`src/rtl/dc_1_tagcheck.sv`:
```
// dc_1_tagcheck: queues core lookups, pairs them with tag-bank acks, reports hit/victim
// and issues a single-entry state/counter write-back to the tag bank.
module dc_1_tagcheck #(
    parameter int Width    = 24,
    parameter int Size     = 32,
    parameter int Ways     = 4,
    parameter int TypeBits = 5
) (
    input  logic                     clk,
    input  logic                     reset,
    input  logic                     req_valid,
    output logic                     req_retry,
    input  logic [17:0]              req_tag,
    input  logic [$clog2(Size)-1:0]  req_pos,
    input  logic [TypeBits-1:0]      req_type,
    input  logic                     tag_ack_valid,
    output logic                     tag_ack_retry,
    input  logic [Ways*Width-1:0]    tag_ack_data,
    output logic                     res_valid,
    input  logic                     res_retry,
    output logic                     res_hit,
    output logic [$clog2(Ways)-1:0]  res_way,
    output logic [2:0]               res_state,
    output logic                     upd_valid,
    input  logic                     upd_retry,
    output logic [$clog2(Size)-1:0]  upd_pos,
    output logic [$clog2(Ways)-1:0]  upd_way,
    output logic [Width-1:0]         upd_data,
    output logic                     err_multihit
);
    localparam int PB = $clog2(Size);
    localparam int WB = $clog2(Ways);
    localparam logic [2:0] ST_I = 3'd0, ST_S = 3'd1, ST_US = 3'd4, ST_UM = 3'd5;
    localparam logic [TypeBits-1:0] CORE_MOP_BEGIN   = TypeBits'(5'h10);
    localparam logic [TypeBits-1:0] CORE_MOP_COMMIT  = TypeBits'(5'h11);
    localparam logic [TypeBits-1:0] CORE_MOP_CSYNC   = TypeBits'(5'h12);
    localparam logic [TypeBits-1:0] CORE_MOP_KILL    = TypeBits'(5'h13);
    localparam logic [TypeBits-1:0] CORE_MOP_RESTART = TypeBits'(5'h14);

    logic [17:0]         q_tag  [2];
    logic [PB-1:0]       q_pos  [2];
    logic [TypeBits-1:0] q_type [2];
    logic                rd_ptr, wr_ptr;
    logic [1:0]          count;
    logic                ack_acc, push;
    logic [17:0]         h_tag;
    logic [PB-1:0]       h_pos;
    logic [TypeBits-1:0] h_type;

    assign tag_ack_retry = (count == 2'd0) || (res_valid && res_retry) || (upd_valid && upd_retry);
    assign ack_acc       = tag_ack_valid && !tag_ack_retry;
    // a pop in the same cycle frees the slot, so a full FIFO can still take a push
    assign req_retry     = (count == 2'd2) && !ack_acc;
    assign push          = req_valid && !req_retry;
    assign h_tag         = q_tag[rd_ptr];
    assign h_pos         = q_pos[rd_ptr];
    assign h_type        = q_type[rd_ptr];

    always_ff @(posedge clk) begin
        if (push) begin
            q_tag[wr_ptr]  <= req_tag;
            q_pos[wr_ptr]  <= req_pos;
            q_type[wr_ptr] <= req_type;
        end
    end

    always_ff @(posedge clk or negedge reset) begin
        if (!reset) begin
            rd_ptr <= 1'b0;
            wr_ptr <= 1'b0;
            count  <= 2'd0;
        end else begin
            if (push) wr_ptr <= ~wr_ptr;
            if (ack_acc) rd_ptr <= ~rd_ptr;
            count <= count + {1'b0, push} - {1'b0, ack_acc};
        end
    end

    logic [Width-1:0] e, he;
    logic             hit, multi, inv;
    logic [WB-1:0]    hit_way, inv_way, min_way, vic_way;
    logic [1:0]       min_cnt, old_cnt, new_cnt;
    logic [2:0]       old_st, new_st;
    logic             changed;

    always_comb begin
        e       = '0;
        hit     = 1'b0;
        multi   = 1'b0;
        inv     = 1'b0;
        hit_way = '0;
        inv_way = '0;
        min_way = '0;
        min_cnt = 2'd3;
        for (int w = 0; w < Ways; w++) begin
            e = tag_ack_data[w*Width +: Width];
            if (e[23:21] != ST_I && e[17:0] == h_tag) begin
                multi   = multi | hit;
                hit_way = hit ? hit_way : WB'(w);
                hit     = 1'b1;
            end
            if (e[23:21] == ST_I && !inv) begin
                inv     = 1'b1;
                inv_way = WB'(w);
            end
            // strict compare keeps the lowest way among equal minimum counters
            if (e[20:19] < min_cnt) begin
                min_cnt = e[20:19];
                min_way = WB'(w);
            end
        end
    end

    assign vic_way = inv ? inv_way : min_way;
    assign he      = tag_ack_data[hit_way*Width +: Width];
    assign old_st  = he[23:21];
    assign old_cnt = he[20:19];
    assign new_st  = (h_type == CORE_MOP_KILL || h_type == CORE_MOP_RESTART) ? ST_I :
                     (h_type == CORE_MOP_BEGIN && old_st == ST_UM) ? ST_US :
                     ((h_type == CORE_MOP_COMMIT || h_type == CORE_MOP_CSYNC) && old_st == ST_US) ? ST_S :
                     old_st;
    assign new_cnt = (new_st == ST_I) ? 2'd0 : (old_cnt == 2'd3) ? 2'd3 : old_cnt + 2'd1;
    assign changed = {new_st, new_cnt} != {old_st, old_cnt};

    always_ff @(posedge clk or negedge reset) begin
        if (!reset) begin
            res_valid    <= 1'b0;
            res_hit      <= 1'b0;
            res_way      <= '0;
            res_state    <= ST_I;
            upd_valid    <= 1'b0;
            upd_pos      <= '0;
            upd_way      <= '0;
            upd_data     <= '0;
            err_multihit <= 1'b0;
        end else if (ack_acc) begin
            res_valid    <= 1'b1;
            res_hit      <= hit;
            res_way      <= hit ? hit_way : vic_way;
            res_state    <= hit ? old_st : ST_I;
            upd_valid    <= hit && changed;
            upd_pos      <= h_pos;
            upd_way      <= hit_way;
            upd_data     <= {new_st, new_cnt, he[18:0]};
            err_multihit <= err_multihit | multi;
        end else begin
            if (!res_retry) res_valid <= 1'b0;
            if (!upd_retry) upd_valid <= 1'b0;
        end
    end
endmodule
```
`config.mk`:
```
export PLATFORM = sky130hd
export DESIGN_NAME = dc_1_tagcheck
export DESIGN_NICKNAME = d
export VERILOG_FILES = /design/src/rtl/dc_1_tagcheck.sv
export SDC_FILE = /design/constraint.sdc
export NUM_CORES = 1
export LEC_CHECK = 0
export ABC_CLOCK_PERIOD_IN_PS = 3000
export CORE_MARGIN = 2
export CORE_UTILIZATION = 35
export CTS_CLUSTER_SIZE = 10
export DETAILED_ROUTE_END_ITERATION = 7
export HOLD_SLACK_MARGIN = 0.08
export PLACE_DENSITY_LB_ADDON = 0.2
export SYNTH_ARGS = -nofsm -noshare
export SYNTH_HDL_FRONTEND = slang
export SYNTH_SLANG_ARGS = --single-unit
export TNS_END_PERCENT = 20
```
`constraint.sdc`:
```
create_clock -name clk -period 3 [get_ports clk]
set_input_delay 0.3 -clock clk [delete_from_list [all_inputs] [get_ports clk]]
set_output_delay 0.3 -clock clk [all_outputs]
set_load 0.03 [all_outputs]
```
## Word level (Yosys, flattened, before mapping)

Memories as Yosys holds them, arrays and structs flattened. A register that Yosys moved wholly into a read port is not among the register bits.
Index checks and enable logic that the tools add are counted.

| word-level totals | value |
|---|---|
| bits in latches | 0 |
| input bits | 130 |
| memory bits (read-only) | 0 |
| output and inout port bits | 42 |
| bits in writable memories | 56 |
| word-level logic and storage cells | 120 |
| bits in registers | 39 |
| memories kept | 3 |

| operators by class | value |
|---|---|
| bitwise operators | 5 |
| magnitude comparators | 4 |
| shift-type cells | 1 |
| eq/ne operators | 16 |
| div/mod/pow operators | 0 |
| multiplexer cells | 40 |
| reductions and logical operators | 36 |
| $add $sub $neg | 3 |
| $mul | 1 |

Memory list:

| name | words | bits a word | read ports | clocked after memory_dff | wr ports | line | source |
|---|---|---|---|---|---|---|---|
| q_tag | 2 | 18 | 1 | 0 | 1 | 40 | `logic [17:0] q_tag [2];` |
| q_pos | 2 | 5 | 1 | 1 | 1 | 41 | `logic [PB-1:0] q_pos [2];` |
| q_type | 2 | 5 | 1 | 0 | 1 | 42 | `logic [TypeBits-1:0] q_type [2];` |

Operators with widths:

| cell | count |
|---|---|
| 96-bit by 8-bit variable part select with 24-bit output | 1 |
| 18-bit == test | 4 |
| 2-bit two-way mux | 15 |
| 5-bit == test (second input constant) | 5 |
| 1-bit two-way mux | 21 |
| 1-bit logical AND | 15 |
| 3-bit logical NOT | 5 |
| 3-bit two-way mux | 4 |
| 3-bit nonzero test | 4 |
| 1-bit logical NOT | 7 |
| 3-bit == test (second input constant) | 2 |
| 2-bit < comparator | 3 |
| 5-bit inequality test | 1 |
| 2-bit == test (second input constant) | 2 |
| 1-bit logical OR | 4 |
| 2-bit by 2-bit multiplier with 4-bit output (second input constant) | 1 |
| 2-bit by 1-bit inequality test with 1-bit output (second input constant) | 2 |
| 1-bit OR | 3 |
| 2-bit by 1-bit adder with 2-bit output | 1 |
| 2-bit by 1-bit adder with 2-bit output (second input constant) | 1 |
| 2-bit logical NOT | 1 |
| 2-bit < comparator (second input constant) | 1 |
| 1-bit inverter | 2 |
| 2-bit by 1-bit subtractor with 2-bit output | 1 |

## Longest topological paths before layout

Gate-level depths: netlist of the first run.
An unclocked memory read counts as a cell.

| depth | value |
|---|---|
| depth in word-level cells | 22 |
| gate-level depth with buffers | 15 |
| depth with buffers taken out | 13 |

## Worst setup path after synthesis of the first run

Ideal clock, no wire load.

| path | value |
|---|---|
| path type | register -> register |
| start | register rd_ptr |
| end | register upd_data[19] |
| slack | -0.149 ns |
| stages on the path, launching flop included | 14 |
| data required time | 2.905 ns |
| period minus slack after synthesis | 3.149 ns |
| data arrival time | 3.053 ns |
| path buffers | 2 |
| setup time | 0.095 ns |
| cell sequence | dfrtp_1 buf_6 buf_12 mux2i_4 xnor2_1 nor4_1 nand2_1 a2111oi_2 o21ai_4 mux2i_1 a21oi_2 nor2_1 or2_1 o31ai_1 |

| between the ends | value |
|---|---|
| word-level cells in the longest chain between the ends | 19 |
| elaborated cells between the ends (all ways) | 40 |
| classes of those cells | add/sub: 1; mul: 1; eq/ne: 12; shift: 1; mux: 14; reduce/logical: 9; memory: 2 |

RTL lines:

| what | line | source |
|---|---|---|
| start, declared | 43 | `logic rd_ptr, wr_ptr;` |
| start signal, assigned | 74 | `if (ack_acc) rd_ptr <= ~rd_ptr;` |
| memory 2 x 18 bit | -- |  |
| 18-bit == test | 97 | `if (e[23:21] != ST_I && e[17:0] == h_tag) begin` |
| 1-bit logical AND | 97 |  |
| 1-bit two-way mux | 97 |  |
| 1-bit two-way mux | 99 | `hit_way = hit ? hit_way : WB'(w);` |
| 1-bit two-way mux | 97 |  |
| 2-bit two-way mux | 99 |  |
| 2-bit two-way mux | 97 |  |
| (+3 left out) | -- |  |
| 96-bit by 8-bit variable part select with 24-bit output | 115 | `assign he = tag_ack_data[hit_way*Width +: Width];` |
| 3-bit == test | 120 | `((h_type == CORE_MOP_COMMIT \|\| h_type == CORE_MOP_CSYNC) && old_st == ST_US) ? ST_S :` |
| 1-bit logical AND | 120 |  |
| 3-bit two-way mux | 120 |  |
| 3-bit two-way mux | 119 | `(h_type == CORE_MOP_BEGIN && old_st == ST_UM) ? ST_US :` |
| 3-bit two-way mux | 118 | `assign new_st = (h_type == CORE_MOP_KILL \|\| h_type == CORE_MOP_RESTART) ? ST_I :` |
| 3-bit logical NOT | 122 | `assign new_cnt = (new_st == ST_I) ? 2'd0 : (old_cnt == 2'd3) ? 2'd3 : old_cnt + 2'd1;` |
| 2-bit two-way mux * | 122 |  |
| end signal, assigned | 144 | `upd_data <= {new_st, new_cnt, he[18:0]};` |
| end, declared | 28 | `output logic [Width-1:0] upd_data,` |

Mark *: on every way between the ends. The rest lies on a longest branch, timed or not.
A chain may end at the register's enable or synchronous reset.

## Worst setup path in the final report of the first run

| path | value |
|---|---|
| start | register rd_ptr |
| end | register upd_valid |

| between the ends | value |
|---|---|
| word-level cells in the longest chain between the ends | 22 |
| elaborated cells between the ends (all ways) | 44 |
| classes of those cells | add/sub: 1; mul: 1; eq/ne: 13; shift: 1; mux: 16; reduce/logical: 10; memory: 2 |

RTL lines:

| what | line | source |
|---|---|---|
| memory 2 x 18 bit | -- |  |
| 18-bit == test | 97 |  |
| 1-bit logical AND | 97 |  |
| 1-bit two-way mux | 97 |  |
| 1-bit two-way mux | 99 |  |
| 1-bit two-way mux | 97 |  |
| 2-bit two-way mux | 99 |  |
| 2-bit two-way mux | 97 |  |
| (+6 left out) | -- |  |
| 3-bit two-way mux | 120 |  |
| 3-bit two-way mux | 119 |  |
| 3-bit two-way mux | 118 |  |
| 3-bit logical NOT | 122 |  |
| 2-bit two-way mux | 122 |  |
| 5-bit inequality test | 123 | `assign changed = {new_st, new_cnt} != {old_st, old_cnt};` |
| 1-bit logical AND * | 141 | `upd_valid <= hit && changed;` |
| 1-bit two-way mux * | 136 | `end else if (ack_acc) begin` |
| end signal, assigned | 141 |  |
| end, declared | 24 | `output logic upd_valid,` |

Marked as above.

==> flow_metrics.py, run 1 <==
metrics = {
    "timing": {
        "hold_violations": 0,
        "tightest_slew_ns": 0.889,
        "slew_headroom_pct": 40.7,
        "hold_slack_ns": 0.0655,
        "max_freq_ghz": 0.290,
        "finalSetupViolations": 28,
        "fin_skew_ns": 0.00884,
        "rsz0062_at_grt": "yes",
        "min_period_over_period_pct": 115,
        "post-route-min-period_ns": 3.45,
        "finalSetupTns_ns": -8.81,
        "setup_slack_ns": -0.448,
        "slew_violations": 0,
    },
    "placement": {
        "dp_hpwl_mm": 17.2,
        "dpl-instance-area_mm2": 0.00904,
        "gp_congestion": 0.959,
        "place_inst": 1095,
        "port_buffers": 171,
        "pre_cts_ws_ns": -0.595,
    },
    "finish": {
        "nets": 1048,
        "n_fill_cell": 1462,
        "finalNonFillerCells": 1142,
        "num_antenna_cells": 0,
        "stdcell_area_mm2": 0.00994,
        "drive_gt1_share_pct": 30.1,
        "syn_to_final_growth_pct": 63.6,
        "finish.utilization_pct": 58.1,
    },
    "cts": {
        "cts_tree": "built",
        "cts_buffer_depth": 2,
        "path_clk_slew_ns": 0.08,
        "numCtsBuffers": 9,
        "insertion_delay_ns": 0.35,
        "htree_levels": 3,
        "root_buffer": "clkbuf_16",
        "clock_sink_count": 100,
    },
    "setup_path": {
        "r2r-start": "rd_ptr",
        "critPathCapture": "upd_valid",
        "ff2ff_setup_slack_ns": -0.45,
        "crit_type": "flop to flop",
        "crit_path_start": "rd_ptr",
        "path_cells": "buf_8 -> mux2i_4 -> buf_4 -> xnor2_2 -> nor4_2 -> buf_4 -> and3b_2 -> buf_6 -> a2111oi_4 -> o21ai_4 -> buf_4 -> mux2_4 -> and2_4 -> mux2_4 -> a21oi_2",
        "cp_common_cell": "buf_4",
        "crit_path_max_incr_delay_ns": 0.45,
        "worstRegToRegCells": 15,
        "critPathCaptureType": "flop",
        "crit_slowest_cell": "dfrtp_2",
        "crit_fanout": 6,
        "rr_endpoint": "upd_valid",
        "start_kind": "flop",
        "cp.required_ns": 3.29,
        "cp.arrival_ns": 3.73,
    },
    "grt": {
        "grt_pass1_wl_mm": 32.9,
        "overflow": 0,
        "grt_max_degree": 45,
        "grt_usage_pct": 23.9,
        "grt_pass1_vias": 5872,
        "grt_antenna_before_repair": 0,
    },
    "run_status": {
        "violations": "setup timing",
        "status": "complete, but fails checks",
    },
    "logic_synthesis": {
        "synth_top_cell_area_share_pct": 27.7,
        "synthTopCellsByCount": "91 x nand2_1, 77 x xnor2_1, 56 x edfxtp_1",
        "ys.flop_type": "edfxtp_1",
        "synth.area.top_cells": "edfxtp_1 28%, dfrtp_1 18%, xnor2_1 11%",
        "synth_edf_count": 56,
        "async_flop_share_pct": 44.0,
        "synth_seq_cells": 100,
        "yosysTopAreaCell": "edfxtp_1",
        "syn-cell-area_mm2": 0.00608,
        "synth_cells": 587,
        "ys_warn_count": 0,
        "synth_most_common_cell": "nand2_1",
        "syn_avg_cell_area_um2": 10.4,
        "synth_seq_area_share_pct": 45.8,
        "synthesis.nets": 723,
        "synth.distinct_cells": 59,
    },
    "route": {
        "routed_wl_mm": 21.7,
        "vias_per_cell": 5.02,
        "drc_errors": 0,
        "antenna_left": 0,
        "wire_per_inst_um": 19.0,
        "num_vias": 5731,
        "drt_iter0_markers": 281,
        "firstDrtPassIters": 5,
    },
    "run": {
        "maxCapViolCount": 0,
    },
    "power_and_ir_drop": {
        "p_per_area_mw_per_mm2": 799,
        "p_leak_nw": 3.90,
        "peakVddDrop_v": 0.000514,
        "p_total_mw": 7.94,
    },
    "die": {
        "initial_core_util_pct": 35.5,
        "coreArea_mm2": 0.0171,
        "die_h_um": 136,
        "ioPinCount": 172,
        "rows": 48,
        "fp.dieW_um": 136,
        "fp.dieArea_mm2": 0.0184,
    },
    "min_path": {
        "hp-class": "input pin to async pin",
    },
}
[routing by layer]
layer,track usage [%],up-vias,routed length (um)
met2,40.4,183,10600
met4,5.44,0,309
met3,3.55,19,1160
met1,32.5,2756,9690
met5,0,-,0
li1,-,2773,-
[critical path: cells and delay by family (launching register included)]
| family | cells | cell delay, ns |
|---|---|---|
| and+or+nand+nor | 3 | 0.46 |
| AOI/OAI and AO/OA | 3 | 0.60 |
| xor gates and xnor gates | 1 | 0.13 |
| buffers and inverters | 5 | 0.80 |
| muxes | 3 | 0.93 |
| DFF | 1 | 0.45 |
[cell type report]
type / count / area, um^2 / share of cell area, %
Clock buffer: 9 / 225 / 2.27
Clock inverter: 7 / 103 / 1.03
Inverter: 11 / 41.3 / 0.415
Multi-Input combinational cell: 450 / 3410 / 34.3
Sequential cell: 100 / 2780 / 28.0
Tap cell: 225 / 282 / 2.83
Timing Repair Buffer: 340 / 3100 / 31.2
[sequential cells by signal (all words and copies together), names as in the netlist, 2 cells and up]
name and cells:
q_pos 10, upd_data 24, res_way 2, upd_pos 5, q_tag 36, count 2, upd_way 2, res_state 3
q_type 10
[where the power goes]
group	switching (mW)	internal (mW)
combinational	2.23	2.28
clock	0.594	0.677
sequential	0.250	1.91
total	3.07	4.87
[timing repair]
action | CTS | global route
cloned | 1 | 0
setup buffers | 13 | 19
hold endpoints to repair | 0 | 0
pin swaps | 21 | 14
gates resized for setup | 45 | 28
setup endpoints to repair | 31 | 34
hold buffers | 0 | 0
[layout by cell type, fill, tap and decap left out, types with 6 or more instances in the layout]
cell type,n
clkdlybuf4s50_1,170
buf_4,151
nand2_1,89
xnor2_1,63
edfxtp_1,56
o21ai_0,43
dfrtp_1,43
nand3_1,26
nor2_1,25
nor4_1,20
mux2_2,20
mux2i_1,14
mux2i_4,13
xnor2_2,13
nor3_1,12
inv_1,11
nor4_2,10
o21ai_1,10
buf_6,10
a21oi_1,9
clkbuf_16,9
ha_1,6
[cells by family (layout without fill, tap and decap cells)]
family          Yosys count  after routing  share of synthesized area (%)
compound gates           98             98                           9.92
flops                   100            100                           45.8
simple gates            216            216                           17.0
fa+ha+maj                 6              6                           1.24
buf+inv                  37            367                           3.01
xor+xnor                 78             78                           11.2
mux                      52             52                           11.8
[worst min-delay path by stage]
stage / depth (start not counted) / to / slack, ns / startpoint
CTS: 1 / upd_data[16] / 0.09 / reset
global placement: 2 / err_multihit / 0.45 / err_multihit
finish: 1 / upd_data[16] / 0.07 / reset
global route: 1 / upd_data[16] / 0.12 / reset
detailed placement: 1 / rd_ptr / 0.46 / reset
floorplan: 0 / count[0] / 0.004 / reset
(Power assumes the default switching activity.)
==> run 2, diff against run 1 <==
- ABC_AREA: default -> 1
==> run 2 against run 1 <==
The flow still finishes with violations (setup timing). First-iteration DRC count grew 110%. Area after synthesis increased by 16%. Largest cell class unchanged. Critical path type unchanged. Cell area rose by 6.3%. Highest routed layer unchanged. Critical endpoint unchanged. Combinational power rose by 6.2%.
==> flow_metrics.py, run 2 <==
metrics = {
    "grt": {
        "busiest_layer": "met2",
        "grt_usage_pct": 24.9,
        "use_met3_pct": 3.53,
        "grt_antenna_before_repair": 0,
        "grt_pass1_vias": 7224,
        "grt_pass1_wl_mm": 40.8,
        "groute.layer.met1.usage_pct": 34.1,
        "grt_max_degree": 54,
        "overflow": 0,
        "use_met2_pct": 40.3,
    },
    "setup_path": {
        "start_kind": "flop",
        "cp_common_cell": "nand2_1",
        "cp.arrival_ns": 3.31,
        "crit_fanout": 6,
        "path_buf_inv": 6,
        "crit_slowest_cell": "dfrtp_2",
        "path_delay_family": "simple AND/OR/NAND/NOR gates",
        "critPathCaptureType": "flop",
        "cp.required_ns": 3.30,
        "crit_path_max_incr_delay_ns": 0.46,
        "crit_type": "flop to flop",
    },
    "timing": {
        "setup_slack_ns": -0.00952,
        "post-route-min-period_ns": 3.01,
        "max_freq_ghz": 0.332,
        "slew_violations": 0,
        "finalSetupTns_ns": -0.00952,
        "slew_headroom_pct": 33.6,
        "fin_skew_ns": 0.0133,
        "finalSetupViolations": 1,
        "rsz0062_at_grt": "yes",
        "tightest_slew_ns": 0.995,
        "min_period_over_period_pct": 100,
        "hold_violations": 0,
    },
    "power_and_ir_drop": {
        "peakVddDrop_v": 0.000388,
        "p_leak_nw": 5.02,
        "p_total_mw": 8.03,
        "p_per_area_mw_per_mm2": 760,
    },
    "logic_synthesis": {
        "async_flop_share_pct": 44.0,
        "syn-cell-area_mm2": 0.00706,
        "synthTopCellsByCount": "338 x nand2_1, 135 x nor2_1, 116 x inv_1",
        "synth_seq_area_share_pct": 39.4,
        "synth_most_common_cell": "nand2_1",
        "synth.distinct_cells": 45,
        "ys_warn_count": 0,
        "synth_edf_count": 56,
        "synthesis.nets": 1151,
        "synth.area.top_cells": "edfxtp_1 24%, nand2_1 18%, dfrtp_1 16%",
        "yosysTopAreaCell": "edfxtp_1",
        "ys.flop_type": "edfxtp_1",
        "synth_cells": 1015,
        "syn_avg_cell_area_um2": 6.96,
        "synth_top_cell_area_share_pct": 23.8,
        "synth_seq_cells": 100,
    },
    "placement": {
        "gp_congestion": 0.925,
        "pre_cts_ws_ns": -0.126,
        "dpl-instance-area_mm2": 0.00966,
        "port_buffers": 171,
        "dp_hpwl_mm": 21.7,
    },
    "die": {
        "ioPinCount": 172,
        "initial_core_util_pct": 35.9,
        "rows": 51,
        "fp.dieW_um": 146,
        "coreArea_mm2": 0.0197,
        "die_h_um": 146,
        "fp.dieArea_mm2": 0.0213,
    },
    "min_path": {
        "hp-class": "input pin to async pin",
    },
    "cts": {
        "htree_levels": 3,
        "root_buffer": "clkbuf_16",
        "insertion_delay_ns": 0.36,
        "path_clk_slew_ns": 0.08,
        "cts_tree": "built",
        "clock_sink_count": 100,
        "postCtsHoldBufs": 0,
        "cts_buffer_depth": 2,
        "numCtsBuffers": 9,
    },
    "finish": {
        "num_antenna_cells": 0,
        "largest-register": "q_tag",
        "syn_to_final_growth_pct": 49.6,
        "stdcell_area_mm2": 0.0106,
        "drive_gt1_share_pct": 20.4,
        "final_cell_mix": "299 x nand2_1, 170 x clkdlybuf4s50_1, 121 x nor2_1, 114 x inv_1, 95 x buf_4",
        "reg_top3": "q_tag (36), upd_data (24)",
        "nets": 1411,
        "n_fill_cell": 1967,
        "final_common_cell": "nand2_1",
        "largest_reg_flops": 36,
    },
    "run": {
        "maxCapViolCount": 0,
    },
    "run_status": {
        "status": "complete, but fails checks",
        "violations": "setup timing",
    },
    "route": {
        "routed_wl_mm": 26.8,
        "drt_iter0_markers": 597,
        "vias_per_cell": 4.90,
        "antenna_left": 0,
        "num_vias": 7569,
        "firstDrtPassIters": 5,
        "wire_per_inst_um": 17.4,
        "drc_errors": 0,
    },
}
## run 2: kinds of logic after synthesis
group                      after synthesis  synth area share, %
muxes                                    2                0.283
DFF                                    100                 39.4
and+or+nand+nor                        628                 39.2
buffers and inverters                  152                 9.18
AOI/OAI and AO/OA                      109                 8.68
adders and majority gates                6                 1.06
xor gates and xnor gates                18                 2.23
## run 2: final cells by class
cell class	count	area [um^2]	area share, %
Tap cell	265	332	3.14
Clock inverter	6	53.8	0.509
Multi-Input combinational cell	763	4080	38.7
Clock buffer	10	229	2.17
Timing Repair inverter	1	8.76	0.0829
Timing Repair Buffer	276	2590	24.6
Sequential cell	100	2780	26.4
Inverter	124	478	4.53
## run 2: metrics by stage
step | hold slack, ns | std cells | util [%]
after floorplan | 0.00441 | 1015 | -
after global placement | 0.464 | 1513 | 49.2
after detailed placement | 0.465 | 1513 | 49.2
after CTS | 0.132 | 1529 | 50.9
after global routing | 0.180 | 1545 | 53.7
final | 0.0965 | 1545 | 53.7
## run 2: per-layer routing
layer  wire (um)  vias up
met5           0        -
met4         769        0
met3        1730       41
met2       12500      269
met1       11800     3496
li1            -     3763
## run 2: power breakdown
group,switching [mW],leakage (nW),internal (mW)
Sequential,0.218,1.07,1.90
Clock,0.548,0.137,0.580
Combinational,2.89,3.81,1.89
Total,3.66,5.02,4.37
## run 2: what timing repair did
item / in CTS / in global routing
gates cloned: 0 / 2
pin swaps: 1 / 33
resized for setup: 14 / 114
endpoints found under the setup margin: 15 / 24
setup buffers: 0 / 14
## run 2: path summary, 6_finish.rpt
| path | end | slack, ns | from | cells after the start |
|---|---|---|---|---|
| max | upd_valid | -0.01 | rd_ptr | 28 |
| min | upd_data[21] | 0.1 | reset | 1 |
| max reg2reg | upd_valid | -0.01 | rd_ptr | 28 |
| min reg2reg | upd_data[7] | 0.48 | upd_data[7] | 2 |
| max in group asynchronous | rd_ptr | 2.20 | reset | 1 |
| min in group clk | upd_data[7] | 0.48 | upd_data[7] | 2 |
==> run 3, diff against run 2 <==
- CTS_CLUSTER_DIAMETER: default -> 120
==> results of run 3 <==
No change in the layout: final DEF, timing and power equal those of run 2.
